File: src/rtl/pll_phase_ctrl.sv
// Dynamic phase-adjust sequencer for the SerDes PLL: steps one output N times, optionally loads, then waits for LOCK.
// Optional per-output position tracking is built when PLL_PHASE_POS_TRACK_EN is defined.
module pll_phase_ctrl #(
    parameter int unsigned SETUP_CYC    = 2,
    parameter int unsigned PULSE_CYC    = 2,
    parameter int unsigned GAP_CYC      = 4,
    parameter int unsigned STEP_W       = 8,
    parameter int unsigned LOCK_TIMEOUT = 1024,
    parameter int unsigned POS_W        = 10
) (
    input  logic              CLKI,
    input  logic              RST,
    input  logic              REQ_VALID,
    output logic              REQ_READY,
    input  logic [1:0]        REQ_SEL,
    input  logic              REQ_DIR,
    input  logic [STEP_W-1:0] REQ_STEPS,
    input  logic              REQ_LOAD,
    input  logic              PLL_LOCK,
    output logic [1:0]        PHASESEL,
    output logic              PHASEDIR,
    output logic              PHASESTEP,
    output logic              PHASELOADREG,
    output logic              BUSY,
    output logic              DONE,
    output logic              ERR,
    input  logic [1:0]        POS_RD_SEL,
    output logic [POS_W-1:0]  POS
);

    localparam int unsigned CNT_W = $clog2(LOCK_TIMEOUT + SETUP_CYC + PULSE_CYC + GAP_CYC + 1);

    typedef enum logic [2:0] {
        IDLE, SETUP, PULSE, GAP, LOAD, WAIT_LOCK, DONE_ST
    } state_t;

    state_t              state_q, state_d;
    logic [CNT_W-1:0]    cnt_q, cnt_d;
    logic [STEP_W-1:0]   rem_q, rem_d;
    logic                load_q, load_d;
    logic [1:0]          phasesel_q, phasesel_d;
    logic                phasedir_q, phasedir_d;
    logic                err_q, err_d;
    logic                phasestep_q, phasestep_d;
    logic                phaseloadreg_q, phaseloadreg_d;
    logic                busy_q, busy_d;
    logic                done_q, done_d;
    logic                req_ready_q, req_ready_d;
    logic                lock_meta_q, lock_s_q;

    // Next-state and registered-output computation; cnt counts cycles spent in the current state.
    always_comb begin
        state_d    = state_q;
        cnt_d      = cnt_q + CNT_W'(1);
        rem_d      = rem_q;
        load_d     = load_q;
        phasesel_d = phasesel_q;
        phasedir_d = phasedir_q;
        err_d      = err_q;

        case (state_q)
            IDLE: begin
                cnt_d = '0;
                if (REQ_VALID) begin
                    phasesel_d = REQ_SEL;
                    phasedir_d = REQ_DIR;
                    rem_d      = REQ_STEPS;
                    load_d     = REQ_LOAD;
                    err_d      = 1'b0;
                    if (REQ_STEPS != '0)  state_d = SETUP;
                    else if (REQ_LOAD)    state_d = LOAD;
                    else                  state_d = WAIT_LOCK;
                end
            end
            SETUP: begin
                if (cnt_q == CNT_W'(SETUP_CYC - 1)) begin
                    state_d = PULSE;
                    cnt_d   = '0;
                end
            end
            PULSE: begin
                if (cnt_q == CNT_W'(PULSE_CYC - 1)) begin
                    state_d = GAP;
                    cnt_d   = '0;
                end
            end
            GAP: begin
                if (cnt_q == CNT_W'(GAP_CYC - 1)) begin
                    cnt_d = '0;
                    rem_d = rem_q - STEP_W'(1);
                    if (rem_q != STEP_W'(1)) state_d = PULSE;
                    else if (load_q)         state_d = LOAD;
                    else                     state_d = WAIT_LOCK;
                end
            end
            LOAD: begin
                // PULSE_CYC high cycles followed by one low cycle before waiting for lock
                if (cnt_q == CNT_W'(PULSE_CYC)) begin
                    state_d = WAIT_LOCK;
                    cnt_d   = '0;
                end
            end
            WAIT_LOCK: begin
                if (lock_s_q) begin
                    state_d = DONE_ST;
                end else if (cnt_q == CNT_W'(LOCK_TIMEOUT - 1)) begin
                    state_d = DONE_ST;
                    err_d   = 1'b1;
                end
            end
            DONE_ST: begin
                state_d = IDLE;
                cnt_d   = '0;
            end
            default: begin
                state_d = IDLE;
                cnt_d   = '0;
            end
        endcase

        phasestep_d    = (state_d == PULSE);
        phaseloadreg_d = (state_d == LOAD) && (cnt_d < CNT_W'(PULSE_CYC));
        busy_d         = (state_d != IDLE);
        done_d         = (state_d == DONE_ST);
        req_ready_d    = (state_d == IDLE);
    end

    always_ff @(posedge CLKI or posedge RST) begin
        if (RST) begin
            state_q        <= IDLE;
            cnt_q          <= '0;
            rem_q          <= '0;
            load_q         <= 1'b0;
            phasesel_q     <= 2'd0;
            phasedir_q     <= 1'b0;
            err_q          <= 1'b0;
            phasestep_q    <= 1'b0;
            phaseloadreg_q <= 1'b0;
            busy_q         <= 1'b0;
            done_q         <= 1'b0;
            req_ready_q    <= 1'b1;
            lock_meta_q    <= 1'b0;
            lock_s_q       <= 1'b0;
        end else begin
            state_q        <= state_d;
            cnt_q          <= cnt_d;
            rem_q          <= rem_d;
            load_q         <= load_d;
            phasesel_q     <= phasesel_d;
            phasedir_q     <= phasedir_d;
            err_q          <= err_d;
            phasestep_q    <= phasestep_d;
            phaseloadreg_q <= phaseloadreg_d;
            busy_q         <= busy_d;
            done_q         <= done_d;
            req_ready_q    <= req_ready_d;
            lock_meta_q    <= PLL_LOCK;
            lock_s_q       <= lock_meta_q;
        end
    end

    assign REQ_READY    = req_ready_q;
    assign PHASESEL     = phasesel_q;
    assign PHASEDIR     = phasedir_q;
    assign PHASESTEP    = phasestep_q;
    assign PHASELOADREG = phaseloadreg_q;
    assign BUSY         = busy_q;
    assign DONE         = done_q;
    assign ERR          = err_q;

`ifdef PLL_PHASE_POS_TRACK_EN
    logic [POS_W-1:0] pos_q [4];
    logic [POS_W-1:0] pos_d [4];

    // Count once per PHASESTEP rising edge, i.e. on each entry into PULSE.
    always_comb begin
        for (int i = 0; i < 4; i++) pos_d[i] = pos_q[i];
        if ((state_q != PULSE) && (state_d == PULSE)) begin
            pos_d[phasesel_q] = phasedir_q ? pos_q[phasesel_q] - POS_W'(1)
                                           : pos_q[phasesel_q] + POS_W'(1);
        end
    end

    always_ff @(posedge CLKI or posedge RST) begin
        if (RST) begin
            for (int i = 0; i < 4; i++) pos_q[i] <= '0;
        end else begin
            for (int i = 0; i < 4; i++) pos_q[i] <= pos_d[i];
        end
    end

    assign POS = pos_q[POS_RD_SEL];
`else
    logic unused_pos_rd_sel;
    assign unused_pos_rd_sel = ^POS_RD_SEL;
    assign POS               = '0;
`endif

endmodule

File: config.mk
export PLATFORM = sky130hd
export DESIGN_NAME = pll_phase_ctrl
export DESIGN_NICKNAME = d
export VERILOG_FILES = /design/src/rtl/pll_phase_ctrl.sv
export SDC_FILE = /design/constraint.sdc
export NUM_CORES = 1
export LEC_CHECK = 0
export CORE_MARGIN = 5
export CORE_UTILIZATION = 50
export CTS_BUF_LIST = sky130_fd_sc_hd__clkbuf_4 sky130_fd_sc_hd__clkbuf_8
export CTS_CLUSTER_DIAMETER = 150
export CTS_CLUSTER_SIZE = 16
export DETAILED_ROUTE_END_ITERATION = 8
export MAX_ROUTING_LAYER = met4
export PLACE_DENSITY = 0.79
export SLEW_MARGIN = 40
export SYNTH_ARGS = -nofsm -noshare
export SYNTH_HDL_FRONTEND = slang
export SYNTH_SLANG_ARGS = --single-unit
File: constraint.sdc
create_clock -name CLKI -period 4.65 [get_ports CLKI]
set_input_delay 0.6975 -clock CLKI [delete_from_list [all_inputs] [get_ports CLKI]]
set_output_delay 0.6975 -clock CLKI [all_outputs]
set_load 0.02 [all_outputs]
==> results of run 1 <==
layer usage:
metal / global-route usage [%] / part of all wire, % / up-vias
li1: - / - / 813
met1: 24.5 / 48 / 787
met2: 25.8 / 46 / 43
met3: 3.56 / 4.3 / 8
met4: 6.24 / 1.5 / 0
met5: - / 0 / -
path summary, 6_finish.rpt:
check	startpoint	end	slack [ns]	depth (start not counted)
setup / recovery	REQ_STEPS[0]	BUSY	2.04	6
max in group asynchronous	RST	REQ_READY	3.52	3
hold / removal	lock_meta_q	lock_s_q	0.36	0
hold reg to reg	lock_meta_q	lock_s_q	0.36	0
min in group asynchronous	RST	rem_q[5]	0.80	3
setup reg to reg	state_q[2]	BUSY	2.31	5
power by group through the flow:
| stage | sequential [mW] | combinational (mW) | clock [mW] |
|---|---|---|---|
| finish | 0.473 | 0.543 | 0.249 |
| global route | 0.486 | 0.603 | 0.272 |
| CTS | 0.470 | 0.542 | 0.255 |
| detailed placement | 0.475 | 0.539 | 0 |
| global placement | 0.471 | 0.524 | 0 |
| floorplan | 0.467 | 0.398 | 0 |
area by class of cell:
class	instances	share of cell area (%)
sequential	34	36.1
multi-input combinational	165	44.9
timing repair buffer	25	10.5
clock buffer	8	4.67
tap	50	2.65
inverter	7	1.11
cells by family (layout without fill, tap and decap cells):
group                      after synthesis  after routing  share of synthesized area [%]
other                                    1             10                          0.185
adders and majority gates                5              5                           3.09
muxes                                    5              5                           2.66
and+or+nand+nor                         87             87                           25.1
AOI/OAI and AO/OA                       50             50                           16.1
DFF                                     34             34                           42.1
buffers and inverters                   26             40                           7.35
xor gates and xnor gates                 8              8                           3.46
flip-flops by register name (all words and copies together), names as in the netlist:
signal,cells
DONE,1
lock_s_q,1
PHASESEL,2
lock_meta_q,1
REQ_READY,1
state_q,3
cnt_q,11
PHASELOADREG,1
rem_q,8
PHASEDIR,1
load_q,1
PHASESTEP,1
ERR,1
BUSY,1
through the flow:
stage	util (%)	cell area, sq um	setup slack (ns)
3_5_place_dp	56.6	2250	1.77
5_1_grt	59.4	2360	1.97
4_1_cts	59.4	2360	2.06
2_1_floorplan	-	2060	2.43
3_3_place_gp	56.6	2250	1.78
6_report	59.4	2360	2.04
cell usage in the layout (no fill, tap or decap), types with 8 or more instances in the layout:
cell type / n
conb_1: 10
clkdlybuf4s50_1: 24
o21ai_0: 16
nand2_1: 14
nor3_1: 10
dfrtp_1: 33
a21oi_1: 11
nor2_1: 19
clkbuf_8: 8
==> impl_metrics.env, run 1 <==
export IMPL_whs_ns=0.363
export IMPL_vdd_drop_max_v=0.000367
export IMPL_start_util_pct=51.0
export IMPL_setup_tns_ns=0
export IMPL_drtIter0Drc=141
export IMPL_maxSlewViolCount=0
export IMPL_yosysTopAreaCell="dfrtp_1"
export IMPL_critPathTopFamily="compound AO/OA/AOI/OAI gates"
export IMPL_ys_async_sr_fraction_pct=100
export IMPL_synth_edf_count=0
export IMPL_die_w_um=73.7
export IMPL_max_clock_path_buffers=2
export IMPL_overflow=0
export IMPL_p_leak_nw=0.984
export IMPL_grt_pass1_vias=1510
export IMPL_power_frac_comb_pct=42.9
export IMPL_fin_nets=261
export IMPL_relSlewSlack_pct=49.0
export IMPL_post_cts_buffers=0
export IMPL_port_buffers=24
export IMPL_ant_nets=0
export IMPL_cts_tree="yes"
export IMPL_ys_warn_count=0
export IMPL_row_count=23
export IMPL_drt_wirelength_per_cell_um=14.6
export IMPL_p_int_mw=0.766
export IMPL_cp_max_fo=5
export IMPL_criticalPathCategory="input port to register"
export IMPL_ys_types=57
export IMPL_synthCells=216
export IMPL_finalHoldViolCount=0
export IMPL_clock_root_buffer="clkbuf_8"
export IMPL_min_path_type="register to register"
export IMPL_synth_common_cells="33 x dfrtp_1, 19 x nor2_1, 16 x o21ai_0, 14 x nand2_1, 11 x a21oi_1"
export IMPL_synthToLayoutAreaGrowth_pct=16.4
export IMPL_clkTransAtPathRegs_ns=0.06
export IMPL_arrival_ns=2.77
export IMPL_worstMarginPinSlew_ns=0.763
export IMPL_regArea_sq_um=852
export IMPL_finClkSkew_ns=0.00150
export IMPL_cp_required_ns=4.81
export IMPL_insertion_delay_ns=0.28
export IMPL_die_h_um=73.7
export IMPL_postSynthAreaPerCell_sq_um=9.38
export IMPL_die_area_sq_um=5420
export IMPL_swShare_pct=39.4
export IMPL_setup_violations=0
export IMPL_antennaDiodeCount=0
export IMPL_placed_cells=281
export IMPL_rsz0062_at_grt="no"
export IMPL_io_pins=37
export IMPL_power_density_nw_per_um2=536
export IMPL_synth_top_cells_by_area="dfrtp_1 41%, o21ai_0 4.0%, buf_4 3.7%"
export IMPL_vias=1651
export IMPL_grt_use_total_pct=17.7
export IMPL_syn_area_sq_um=2030
export IMPL_ys_seq_elements=34
export IMPL_slowest_stage="clkdlybuf4s50_1"
export IMPL_grt_pass1_wl_um=7160
export IMPL_cts_resized=0
export IMPL_pwr_share_clk_pct=19.7
export IMPL_multi_input_area_sq_um=1060
export IMPL_nFillCells=348
export IMPL_instances_no_fill=289
export IMPL_drc=0
export IMPL_post_route_period_util_pct=56.2
export IMPL_hold_buffers=0
export IMPL_seq_power_share_pct=37.4
export IMPL_cp_start_kind="input port"
export IMPL_max_freq_ghz=0.383
export IMPL_slowest_delay_ns=0.44
export IMPL_grt_max_degree=35
export IMPL_total_power_mw=1.26
export IMPL_htreeDepth=2
export IMPL_synthFlopType="dfrtp_1"
export IMPL_crit_path_cell_trace="clkdlybuf4s50_1 -> nor4_1 -> a31oi_1 -> a211o_1 -> a2111o_1 -> or3_1"
export IMPL_final_layout_size_suffix_gt1_share_pct=9.62
export IMPL_first_pass_iters=4
export IMPL_switchingPower_mw=0.499
export IMPL_antenna_found_initial=0
export IMPL_worstSetupEndpointType="register"
export IMPL_hpwlAfterDp_um=3170
export IMPL_synth_most_common_cell="dfrtp_1"
export IMPL_drv_cap=0
export IMPL_status="finished, final reports clean"
export IMPL_core_area_sq_um=3970
export IMPL_yosys_area_top_type_share_pct=40.8
export IMPL_drt_total_wl_um=4230
export IMPL_gp_congestion=0.856
export IMPL_cts_buffers=5
export IMPL_cp_num_buf_inv=1
export IMPL_cts_sinks=34
export IMPL_viasPerCell=5.71
export IMPL_min_period_ns=2.61
export IMPL_yosysSeqAreaShare_pct=42.1
(Power assumes the default switching activity.)
==> inputs of run 2 (changes only) <==
==> constraint.sdc (replaced) <==
create_clock -name CLKI -period 2.5 [get_ports CLKI]
set_input_delay 0.375 -clock CLKI [delete_from_list [all_inputs] [get_ports CLKI]]
set_output_delay 0.375 -clock CLKI [all_outputs]
set_load 0.02 [all_outputs]
==> run 2 against run 1 <==
Effect of this change:
- critical path depth is 1 lower
- non-clock buffer count is 6 higher
- die area stayed put
- wire length grew 3.5%
- register-to-register slack got worse by 2.1 ns
- utilization rose by 1.8 points
- final cell count grew 2.1%
- total power increased by 100%
- worst setup slack got worse by 1.8 ns
- clock-buffer cell count shrank 3
- sequential share of layout area down 1.1 points
- clock power rose by 140%
- largest power group unchanged
==> impl_metrics.env, run 2 (same netlist as run 1, synthesis figures left out) <==
export IMPL_status="finished, final reports clean"
export IMPL_die_w_um=73.7
export IMPL_first_pass_iters=4
export IMPL_regMostFlops="cnt_q"
export IMPL_p_leak_nw=1.02
export IMPL_clock_root_buffer="clkbuf_8"
export IMPL_min_period_ns=2.24
export IMPL_overflow=0
export IMPL_insertion_delay_ns=0.29
export IMPL_start_util_pct=51.0
export IMPL_antenna_found_initial=0
export IMPL_top_regs="cnt_q: 11 flops, rem_q: 8 flops, state_q: 3 flops"
export IMPL_cpMostUsedCell="o21ai_0"
export IMPL_fin_nets=267
export IMPL_htreeDepth=2
export IMPL_drt_total_wl_um=4380
export IMPL_arrival_ns=2.37
export IMPL_cts_tree="yes"
export IMPL_instances_no_fill=295
export IMPL_cts_resized=0
export IMPL_grt_pass1_wl_um=7580
export IMPL_dpl_cell_area_sq_um=2290
export IMPL_power_density_nw_per_um2=1040
export IMPL_worstSetupEndpointType="register"
export IMPL_post_cts_buffers=0
export IMPL_placed_cells=287
export IMPL_worstMarginPinSlew_ns=0.805
export IMPL_slowest_delay_ns=0.62
export IMPL_fin_area_sq_um=2430
export IMPL_hpwlAfterDp_um=3290
export IMPL_cp_max_fo=12
export IMPL_die_h_um=73.7
export IMPL_drv_cap=0
export IMPL_switchingPower_mw=0.955
export IMPL_setup_violations=0
export IMPL_hold_path_depth=0
export IMPL_criticalPathCategory="register to register"
export IMPL_grt_use_total_pct=18.4
export IMPL_cp_start_kind="register"
export IMPL_post_route_period_util_pct=89.6
export IMPL_cts_buffers=5
export IMPL_largest_reg_flops=11
export IMPL_p_int_mw=1.58
export IMPL_relSlewSlack_pct=46.2
export IMPL_vias=1686
export IMPL_seq_power_share_pct=34.9
export IMPL_grt_max_degree=35
export IMPL_setup_tns_ns=0
export IMPL_max_clock_path_buffers=2
export IMPL_slowest_stage="nor2_1"
export IMPL_final_layout_size_suffix_gt1_share_pct=11.8
export IMPL_pwr_share_clk_pct=23.9
export IMPL_viasPerCell=5.72
export IMPL_crit_path_cell_trace="nand2_1 -> nor2_1 -> a31oi_1 -> o21ai_0 -> o21ai_0"
export IMPL_hold_buffers=0
export IMPL_maxSlewViolCount=0
export IMPL_synthToLayoutAreaGrowth_pct=20.0
export IMPL_grt_pass1_vias=1637
export IMPL_max_freq_ghz=0.446
export IMPL_core_area_sq_um=3970
export IMPL_finalHoldViolCount=0
export IMPL_clkTransAtPathRegs_ns=0.08
export IMPL_final_core_util_pct=61.2
export IMPL_port_buffers=24
export IMPL_row_count=23
export IMPL_antennaDiodeCount=0
export IMPL_gp_congestion=0.904
export IMPL_most_common_layout_cells="33 x dfrtp_1, 24 x clkdlybuf4s50_1, 19 x nor2_1, 16 x o21ai_0, 14 x nand2_1"
export IMPL_cts_sinks=34
export IMPL_vdd_drop_max_v=0.000738
export IMPL_total_power_mw=2.54
export IMPL_power_frac_comb_pct=41.2
export IMPL_die_area_sq_um=5420
export IMPL_swShare_pct=37.7
export IMPL_ant_nets=0
export IMPL_cp_required_ns=2.63
export IMPL_drtIter0Drc=119
export IMPL_drt_wirelength_per_cell_um=14.8
export IMPL_final_common_cell="dfrtp_1"
export IMPL_rsz0062_at_grt="no"
export IMPL_io_pins=37
export IMPL_rr_worst_depth=5
export IMPL_finClkSkew_ns=0.00951
export IMPL_drc=0
export IMPL_min_path_type="register to register"
[run 2: cell types whose count changed in the layout (fill, tap and decap cells not counted)]
cell,change
buf_4,+6
bufinv_16,+2
clkbuf_8,-3
clkinv_4,+1
[run 2: worst paths after layout]
path | endpoint | slack [ns] | from
worst min-delay path | lock_s_q | 0.35 | lock_meta_q
worst max register to register | rem_q[7] | 0.26 | state_q[1]
max in group asynchronous | REQ_READY | 1.68 | RST
min in group asynchronous | rem_q[3] | 0.48 | RST
worst min register to register | lock_s_q | 0.35 | lock_meta_q
worst max-delay path | rem_q[7] | 0.26 | state_q[1]
[run 2: power groups by stage]
stage	combinational (mW)	clock (mW)	sequential [mW]
floorplan	0.740	0	0.868
global placement	1.02	0	0.880
detailed placement	1.04	0	0.895
CTS	1.05	0.624	0.884
global route	1.17	0.647	0.910
finish	1.04	0.605	0.886
[run 2: metrics by stage]
step / setup WS (ns) / hold slack [ns]
6_report: 0.259 / 0.351
5_1_grt: 0.00225 / 0.375
4_1_cts: 0.309 / 0.355
3_5_place_dp: 0.0215 / 0.338
3_3_place_gp: 0.0285 / 0.335
2_1_floorplan: 0.579 / 0.331
[run 2: worst max-delay path, delay by kind of cell, from the launching register on]
kind | cells | cell delay (ns)
compound gates | 3 | 0.83
flops | 1 | 0.54
simple gates | 2 | 0.70
[run 2: area by class of cell]
type	instances	area, sq um
flip-flops and latches	34	852
inverters	7	26.3
repair buffers	31	293
fillers	350	1540
clock buffers	5	68.8
multi-input cells	165	1060
well taps	50	62.6
clock inverters	3	68.8
[run 2: layer usage]
metal | track usage [%] | routed length [um] | up-vias
met3 | 4.92 | 256 | 6
met4 | 5.84 | 54 | 0
met1 | 24.6 | 1990 | 803
li1 | - | - | 823
met2 | 27.2 | 2080 | 54
met5 | - | 0 | -
==> inputs of run 3 (changes only) <==
--- a/config.mk
+++ b/config.mk
@@ -13,6 +13,7 @@
 export DETAILED_ROUTE_END_ITERATION = 8
 export MAX_ROUTING_LAYER = met4
 export PLACE_DENSITY = 0.79
+export RECOVER_POWER = 100
 export SLEW_MARGIN = 40
 export SYNTH_ARGS = -nofsm -noshare
 export SYNTH_HDL_FRONTEND = slang
==> run 3 against run 2 <==
Effect of this change:
- non-clock buffer count unchanged
- highest routed layer unchanged
- global-route usage unchanged
- wire length down 0.39%
- flip-flop and latch count unchanged
- worst hold slack better by 0.0010 ns
- total power down 1.7%
- die area unchanged
- clock skew down 0.00063 ns
- sequential power down 0.6%
- via count down 0.24%
- largest cell class unchanged
- critical path type unchanged
==> impl_metrics.env, run 3 (same netlist as run 1, synthesis figures left out) <==
export IMPL_rsz0062_at_grt="no"
export IMPL_die_area_sq_um=5420
export IMPL_vdd_drop_max_v=0.000711
export IMPL_p_int_mw=1.55
export IMPL_most_common_layout_cells="33 x dfrtp_1, 19 x nor2_1, 16 x o21ai_0, 14 x nand2_1, 13 x clkdlybuf4s50_1"
export IMPL_cp_start_kind="register"
export IMPL_regMostFlops="cnt_q"
export IMPL_setup_violations=0
export IMPL_status="finished, final reports clean"
export IMPL_drtIter0Drc=89
export IMPL_final_common_cell="dfrtp_1"
export IMPL_swShare_pct=37.8
export IMPL_total_power_mw=2.49
export IMPL_hpwlAfterDp_um=3290
export IMPL_row_count=23
export IMPL_min_period_ns=2.22
export IMPL_grt_pass1_wl_um=7580
export IMPL_post_cts_buffers=0
export IMPL_max_freq_ghz=0.450
export IMPL_start_util_pct=51.0
export IMPL_relSlewSlack_pct=44.2
export IMPL_rr_startpoint="state_q[2]"
export IMPL_vias=1682
export IMPL_top_regs="cnt_q: 11 flops, rem_q: 8 flops, state_q: 3 flops"
export IMPL_place_ws_ns=0.0215
export IMPL_maxSlewViolCount=0
export IMPL_antenna_found_initial=0
export IMPL_cp_max_fo=13
export IMPL_criticalPathCategory="register to register"
export IMPL_instances_no_fill=295
export IMPL_switchingPower_mw=0.944
export IMPL_largest_reg_flops=11
export IMPL_worstMarginPinSlew_ns=0.837
export IMPL_cts_resized=0
export IMPL_antennaDiodeCount=0
export IMPL_io_pins=37
export IMPL_die_w_um=73.7
export IMPL_drc=0
export IMPL_setup_tns_ns=0
export IMPL_insertion_delay_ns=0.29
export IMPL_max_clock_path_buffers=2
export IMPL_overflow=0
export IMPL_die_h_um=73.7
export IMPL_drv_cap=0
export IMPL_finClkSkew_ns=0.00889
export IMPL_fin_nets=267
export IMPL_hp_start="lock_meta_q"
export IMPL_clkTransAtPathRegs_ns=0.07
export IMPL_cts_sinks=34
export IMPL_power_density_nw_per_um2=1030
export IMPL_hold_buffers=0
export IMPL_ant_nets=0
export IMPL_nFillCells=354
export IMPL_core_area_sq_um=3970
export IMPL_worstSetupEndpointType="register"
export IMPL_seq_power_share_pct=35.3
export IMPL_worstSetupStartpoint="state_q[2]"
export IMPL_power_frac_comb_pct=40.4
export IMPL_grt_max_degree=35
export IMPL_final_layout_size_suffix_gt1_share_pct=10.6
export IMPL_min_path_type="register to register"
export IMPL_p_leak_nw=1.03
export IMPL_port_buffers=24
export IMPL_placed_cells=287
export IMPL_htreeDepth=2
export IMPL_synthToLayoutAreaGrowth_pct=19.1
export IMPL_gp_congestion=0.904
export IMPL_post_route_period_util_pct=88.9
export IMPL_final_core_util_pct=60.7
export IMPL_worst_slack_ns=0.276
export IMPL_pwr_share_clk_pct=24.2
export IMPL_whs_ns=0.352
export IMPL_arrival_ns=2.37
export IMPL_drt_total_wl_um=4360
export IMPL_finalHoldViolCount=0
export IMPL_grt_use_total_pct=18.4
export IMPL_cp_required_ns=2.65
export IMPL_grt_pass1_vias=1637
export IMPL_clock_root_buffer="clkbuf_8"
export IMPL_drt_wirelength_per_cell_um=14.8
export IMPL_cts_tree="yes"
export IMPL_cts_buffers=5
export IMPL_viasPerCell=5.70
export IMPL_first_pass_iters=4
export IMPL_fin_area_sq_um=2410
export IMPL_dpl_cell_area_sq_um=2290
[run 3: cell count changes in the layout (fill, tap and decap cells not counted), sizes merged]
cell / change
buf: -3
clkbuf: +3
clkdlybuf4s50: -11
dlygate4sd3: +11
[run 3: layout make-up]
cell class	count	area (sq um)	area share (%)
flip-flops and latches	34	852	35.3
well taps	50	62.6	2.59
clock inverters	3	68.8	2.85
repair buffers	31	287	11.9
clock buffers	5	68.8	2.85
inverters	7	26.3	1.09
multi-input cells	165	1050	43.4
[run 3: worst paths after layout]
check | depth (start not counted) | endpoint | slack, ns
worst max-delay path | 5 | rem_q[6] | 0.28
worst min-delay path | 0 | lock_s_q | 0.35
worst max register to register | 5 | rem_q[6] | 0.28
worst min register to register | 0 | lock_s_q | 0.35
max in group asynchronous | 3 | BUSY | 1.21
min in group asynchronous | 3 | rem_q[3] | 0.77
[run 3: worst max-delay path: stages, from the launching register on]
cell and delay (ns):
dfrtp_1 0.51, nand3b_1 0.34, buf_4 0.25, o21ai_0 0.60, o21ai_0 0.22, o2bb2ai_1 0.17
[run 3: routing by layer]
metal / up-vias / track usage [%] / part of all wire [%]
met2: 55 / 27.2 / 48
li1: 822 / - / -
met5: - / - / 0
met4: 0 / 5.84 / 1.2
met3: 6 / 4.92 / 6.8
met1: 799 / 24.6 / 44
[run 3: power groups by stage]
stage | Sequential (mW) | Clock, mW | Combinational, mW
5_1_grt | 0.905 | 0.647 | 1.13
2_1_floorplan | 0.868 | 0 | 0.740
3_3_place_gp | 0.880 | 0 | 1.02
3_5_place_dp | 0.895 | 0 | 1.04
6_report | 0.881 | 0.605 | 1.01
4_1_cts | 0.884 | 0.624 | 1.05
